==> src/rtl/uart_ctrl_regbank.sv <==
// uart_ctrl_regbank: per-channel UART CTRL/STATUS registers (send FSM, RX pop, sticky W1C errors, maskable irq) on one bus
module uart_ctrl_regbank #(
  parameter int WIDTH     = 32,
  parameter int N_CH      = 2,
  parameter int CNT_WIDTH = 9,
  parameter int ADDR_W    = $clog2(N_CH) + 1
) (
  input  logic                      i_clk,
  input  logic                      i_rst_n,
  input  logic [ADDR_W-1:0]         i_addr,
  input  logic                      i_wr,
  input  logic                      i_rd,
  input  logic [WIDTH-1:0]          i_reg_wr_data,
  output logic [WIDTH-1:0]          o_reg_rd_data,
  output logic                      o_rd_valid,
  input  logic [N_CH*CNT_WIDTH-1:0] i_fifo_tx_count,
  input  logic [N_CH*CNT_WIDTH-1:0] i_fifo_rx_count,
  input  logic [N_CH-1:0]           i_fifo_tx_full,
  input  logic [N_CH-1:0]           i_fifo_rx_not_empty,
  input  logic [N_CH-1:0]           i_rx_ovf,
  input  logic [N_CH-1:0]           i_tx_ovf,
  input  logic [N_CH-1:0]           i_frame_err,
  output logic [N_CH-1:0]           o_send_req,
  input  logic [N_CH-1:0]           i_send_ack,
  input  logic [N_CH-1:0]           i_send_done,
  output logic [N_CH-1:0]           o_rx_pop,
  output logic [N_CH-1:0]           o_irq
);
  typedef enum logic [1:0] {IDLE, PEND, BUSY} state_t;
  localparam int SB = 2 * CNT_WIDTH;
  state_t                 state_q [N_CH];
  state_t                 state_d [N_CH];
  logic [2:0]             ie_q [N_CH];
  logic [2:0]             ie_d [N_CH];
  logic [2:0]             sticky_q [N_CH];
  logic [2:0]             sticky_d [N_CH];
  logic [CNT_WIDTH-1:0]   rx_cnt_q [N_CH];
  logic [CNT_WIDTH-1:0]   rx_cnt_d [N_CH];
  logic [CNT_WIDTH-1:0]   tx_cnt_q [N_CH];
  logic [CNT_WIDTH-1:0]   tx_cnt_d [N_CH];
  logic [WIDTH-1:0]       ctrl_val [N_CH];
  logic [WIDTH-1:0]       stat_val [N_CH];
  logic [N_CH-1:0]        pop_q, pop_d, ftxf_q, ftxf_d, rxav_q, rxav_d, irq_q, irq_d;
  logic [N_CH-1:0]        ch_hit, wr_ctrl, wr_stat, busy, txe;
  logic [WIDTH-1:0]       rd_data_q, rd_data_d;
  logic                   rd_valid_q, rd_valid_d;
  logic                   unused_wd;
  assign unused_wd = ^i_reg_wr_data;
  always_comb begin
    for (int c = 0; c < N_CH; c++) begin
      ch_hit[c]  = (i_addr >> 1) == ADDR_W'(c);
      wr_ctrl[c] = i_wr && ch_hit[c] && !i_addr[0];
      wr_stat[c] = i_wr && ch_hit[c] && i_addr[0];
    end
  end
  always_ff @(posedge i_clk) begin
    if (!i_rst_n) state_q <= '{default: IDLE};
    else state_q <= state_d;
  end
  // ack wins over a same-cycle cancel write in PEND
  always_comb begin
    for (int c = 0; c < N_CH; c++) begin
      state_d[c] = state_q[c];
      case (state_q[c])
        IDLE: if (wr_ctrl[c] && i_reg_wr_data[0] && tx_cnt_q[c] != '0) state_d[c] = PEND;
        PEND: if (i_send_ack[c]) state_d[c] = i_send_done[c] ? IDLE : BUSY;
              else if (wr_ctrl[c] && !i_reg_wr_data[0]) state_d[c] = IDLE;
        BUSY: if (i_send_done[c]) state_d[c] = IDLE;
        default: state_d[c] = IDLE;
      endcase
    end
  end
  always_comb begin
    for (int c = 0; c < N_CH; c++) begin
      o_send_req[c] = state_q[c] == PEND;
      busy[c]       = state_q[c] != IDLE;
    end
  end
  // set pulses are OR-ed after the W1C mask so a same-cycle set wins
  always_comb begin
    rd_data_d  = '0;
    rd_valid_d = i_rd;
    for (int c = 0; c < N_CH; c++) begin
      ie_d[c]     = wr_ctrl[c] ? i_reg_wr_data[4:2] : ie_q[c];
      pop_d[c]    = wr_ctrl[c] && i_reg_wr_data[1] && i_fifo_rx_not_empty[c];
      sticky_d[c] = (sticky_q[c] & ~(wr_stat[c] ? i_reg_wr_data[SB+3 +: 3] : 3'b0))
                  | {i_frame_err[c], i_tx_ovf[c], i_rx_ovf[c]};
      rx_cnt_d[c] = i_fifo_rx_count[c*CNT_WIDTH +: CNT_WIDTH];
      tx_cnt_d[c] = i_fifo_tx_count[c*CNT_WIDTH +: CNT_WIDTH];
      ftxf_d[c]   = i_fifo_tx_full[c];
      rxav_d[c]   = i_fifo_rx_not_empty[c];
      txe[c]      = tx_cnt_q[c] == '0;
      irq_d[c]    = (ie_q[c][0] & rxav_q[c]) | (ie_q[c][1] & txe[c]) | (ie_q[c][2] & |sticky_q[c]);
      ctrl_val[c] = WIDTH'({busy[c], ie_q[c], pop_q[c], busy[c]});
      stat_val[c] = WIDTH'({sticky_q[c], txe[c], rxav_q[c], ftxf_q[c], tx_cnt_q[c], rx_cnt_q[c]});
      if (i_rd && ch_hit[c]) rd_data_d = i_addr[0] ? stat_val[c] : ctrl_val[c];
    end
  end
  always_ff @(posedge i_clk) begin
    if (!i_rst_n) begin
      ie_q       <= '{default: '0};
      sticky_q   <= '{default: '0};
      rx_cnt_q   <= '{default: '0};
      tx_cnt_q   <= '{default: '0};
      pop_q      <= '0;
      ftxf_q     <= '0;
      rxav_q     <= '0;
      irq_q      <= '0;
      rd_data_q  <= '0;
      rd_valid_q <= 1'b0;
    end else begin
      ie_q       <= ie_d;
      sticky_q   <= sticky_d;
      rx_cnt_q   <= rx_cnt_d;
      tx_cnt_q   <= tx_cnt_d;
      pop_q      <= pop_d;
      ftxf_q     <= ftxf_d;
      rxav_q     <= rxav_d;
      irq_q      <= irq_d;
      rd_data_q  <= rd_data_d;
      rd_valid_q <= rd_valid_d;
    end
  end
  assign o_reg_rd_data = rd_data_q;
  assign o_rd_valid    = rd_valid_q;
  assign o_rx_pop      = pop_q;
  assign o_irq         = irq_q;
endmodule

==> config.mk <==
export PLATFORM = sky130hd
export DESIGN_NAME = uart_ctrl_regbank
export DESIGN_NICKNAME = d
export VERILOG_FILES = /design/src/rtl/uart_ctrl_regbank.sv
export SDC_FILE = /design/constraint.sdc
export NUM_CORES = 1
export LEC_CHECK = 0
export CORE_MARGIN = 3
export CORE_UTILIZATION = 46
export DETAILED_ROUTE_END_ITERATION = 16
export PLACE_DENSITY_LB_ADDON = 0.25
export SLEW_MARGIN = 20
export SYNTH_ARGS = -nofsm -noshare
export SYNTH_HDL_FRONTEND = slang
export SYNTH_SLANG_ARGS = --single-unit
==> constraint.sdc <==
create_clock -name i_clk -period 1.8 [get_ports i_clk]
set_input_delay 0.27 -clock i_clk [delete_from_list [all_inputs] [get_ports i_clk]]
set_output_delay 0.27 -clock i_clk [all_outputs]
set_load 0.005 [all_outputs]
==> results.json <==
{
  "die_w_um": 87.5,
  "dieArea_um2": 7660,
  "htreeDepth": 3,
  "via_per_inst": 4.90,
  "finalSetupTns_ns": 0,
  "cts_resized": 0,
  "slew_headroom": 0.622,
  "yosysTopAreaCell": "dfxtp_1",
  "io_pins": 127,
  "synth_ff_type": "dfxtp_1",
  "synth_top_area_frac": 0.557,
  "row_count": 29,
  "avgSynthCellArea_um2": 10.7,
  "synth-seq-cells": 85,
  "hold_buffers": 0,
  "synth-warning-count": 0,
  "synth_top_family_by_area": "simple AND/OR/NAND/NOR gates",
  "numCtsBuffers": 9,
  "peakVddDrop_v": 0.000613,
  "antenna_cells": 0,
  "async_reset_ff_frac": 0,
  "final.setup_skew_ns": 0.00536,
  "hpwl_um": 4790,
  "critical_path_class": "flip-flop to output port",
  "vias": 2269,
  "leakage_nw": 1.70,
  "synthAdderAreaFrac": 0,
  "antenna_found_initial": 0,
  "gr-usage-met3": 0.0728,
  "fin_nets": 469,
  "cts_tree": "yes",
  "io_buffers": 94,
  "clock_sinks": 85,
  "setup_viol": 0,
  "grt_use_met2": 0.299,
  "place_inst": 447,
  "nFillCells": 525,
  "synth_compound_area_frac": 0.0635,
  "first_global_vias": 2271,
  "drive_above_1_share": 0.0699,
  "syn_inst": 285,
  "grt_setup_unrepaired": "no",
  "synth-simple-area-share": 0.226,
  "area_growth_pct": 39.1,
  "grt_overflow_total": 0,
  "drt_iter0_drc": 80,
  "period_minus_slack_ns": 1.69,
  "max_freq_mhz": 591,
  "setup.worst_path.end_class": "output port",
  "finalCritPeriodShare": 0.940,
  "status": "completed",
  "netlist_area_um2": 3060,
  "grt.met1_usage": 0.215,
  "first_pass_iters": 4,
  "layoutNonFillerInstCount": 463,
  "finalWirelength_um": 6520,
  "ys_types": 37,
  "critPathMaxFanout": 5,
  "synth_edf_count": 0,
  "drcViolationCount": 0,
  "clockBufferDepth": 2,
  "root_buffer": "clkbuf_8",
  "clkTransAtPathRegs_ns": 0.08,
  "cap_violations": 0,
  "grt_pass1_wl_um": 10500,
  "gp_congestion": 0.773,
  "finalHoldViolCount": 0,
  "crit_arrival_ns": 1.42,
  "slew_viol_final": 0,
  "min_path_type": "primary input to flip-flop",
  "grt_use_total": 0.179,
  "tightest_slew_ns": 0.561,
  "ant_nets": 0,
  "busiest_layer": "met2",
  "synthMuxAreaShare": 0.102,
  "coreArea_um2": 6390,
  "critPathRequiredTime_ns": 1.53,
  "cts_setup_buffers": 0,
  "die_h_um": 87.5,
  "start_util": 0.478,
  "avgRoutedWirePerCell_um": 14.1,
  "p_per_area_nw_per_um2": 892,
  "ys_seq_area_frac": 0.557,
  "clk_latency_ns": 0.34,
  "ys_top_cells_by_area": "dfxtp_1 (56%), mux2i_1 (10%), and2_1 (9.2%)",
  "start_kind": "flip-flop",
  "synth_xor_area_frac": 0,
  "grt_max_degree": 56
}
==> cells in the mapped netlist (all sizes together) (2+ instances only) <==
cell and number:
nor2 20, o22ai 4, and2 45, nor3b 5, buf 17, and3 2, a21boi 5, mux2i 31
a31oi 2, nand4 8, o21a 5, nand2 3, nor4 2, clkbuf 7, dfxtp 85, nor3 2
o31a 2, nor2b 16, a21oi 8, o211ai 2, nand3 2, or3 2
==> through the flow <==
step / setup WS, ns / util / area (um^2) / total power [mW] / hold slack, ns
2_1_floorplan: 0.634 / - / 3080 / 2.22 / 0.346
3_3_place_gp: 0.0402 / 0.631 / 4030 / 2.43 / 0.441
3_5_place_dp: 0.0276 / 0.631 / 4030 / 2.44 / 0.456
4_1_cts: 0.0842 / 0.666 / 4250 / 3.84 / 0.278
5_1_grt: 0.0172 / 0.666 / 4250 / 3.96 / 0.277
6_report: 0.107 / 0.666 / 4250 / 3.79 / 0.295
==> state kept, by name, indices dropped and copies added, names as in the netlist <==
name	count
state_q	4
rxav_q	2
stat_val	24
o_irq	2
rx_cnt_q	18
o_rd_valid	1
o_rx_pop	2
o_reg_rd_data	24
ctrl_val	6
ftxf_q	2
==> worst max-delay path, cell delays in order (launching register included) <==
cell and delay (ns):
dfxtp_1 0.39, nor2b_1 0.18, clkdlybuf4s50_1 0.52
==> placed cells by master, fill, tap and decap left out, types with 7 or more instances in the layout <==
master / instances
conb_1: 8
nor2_1: 20
nor2b_1: 16
and2_1: 45
nand4_1: 8
buf_4: 7
a21oi_1: 8
mux2i_1: 31
dfxtp_1: 85
clkdlybuf4s50_1: 93
clkbuf_8: 11
==> power breakdown <==
group	internal (mW)	switching, mW	total (mW)
Sequential	1.96	0.0381	2.00
Combinational	0.251	0.144	0.395
Clock	0.734	0.666	1.40
==> layer usage <==
metal / up-vias / wire, um / share of wire
li1: 1144 / - / -
met1: 1044 / 2790 / 0.43
met2: 75 / 3160 / 0.48
met3: 6 / 515 / 0.079
met4: 0 / 53 / 0.0081
met5: - / 0 / 0
==> cells by family (layout without fill, tap and decap cells) <==
kind of cell,count (synthesis),count (layout)
simple gates,115,115
flops,85,85
mux,31,31
compound gates,29,29
buf+inv,24,118
other cells,1,8
==> final cells by class <==
type                    instances  area [um^2]  share of cell area
clock buffers                  11          151              0.0356
clock inverters                 5         66.3              0.0156
flip-flops and latches         85         1700               0.400
well taps                      77         96.3              0.0227
multi-input cells             183         1230               0.288
repair buffers                102         1010               0.237
==> final timing paths <==
kind	startpoint	endpoint	slack, ns	cells after the start
hold reg to reg	rx_cnt_q[15]	o_reg_rd_data[6]	0.48	2
setup reg to reg	stat_val[13]	state_q[0]	0.41	3
setup / recovery	state_q[2]	o_send_req[0]	0.11	2
hold / removal	i_rst_n	o_reg_rd_data[1]	0.30	2
No activity file was read; power rests on OpenSTA's default activity.
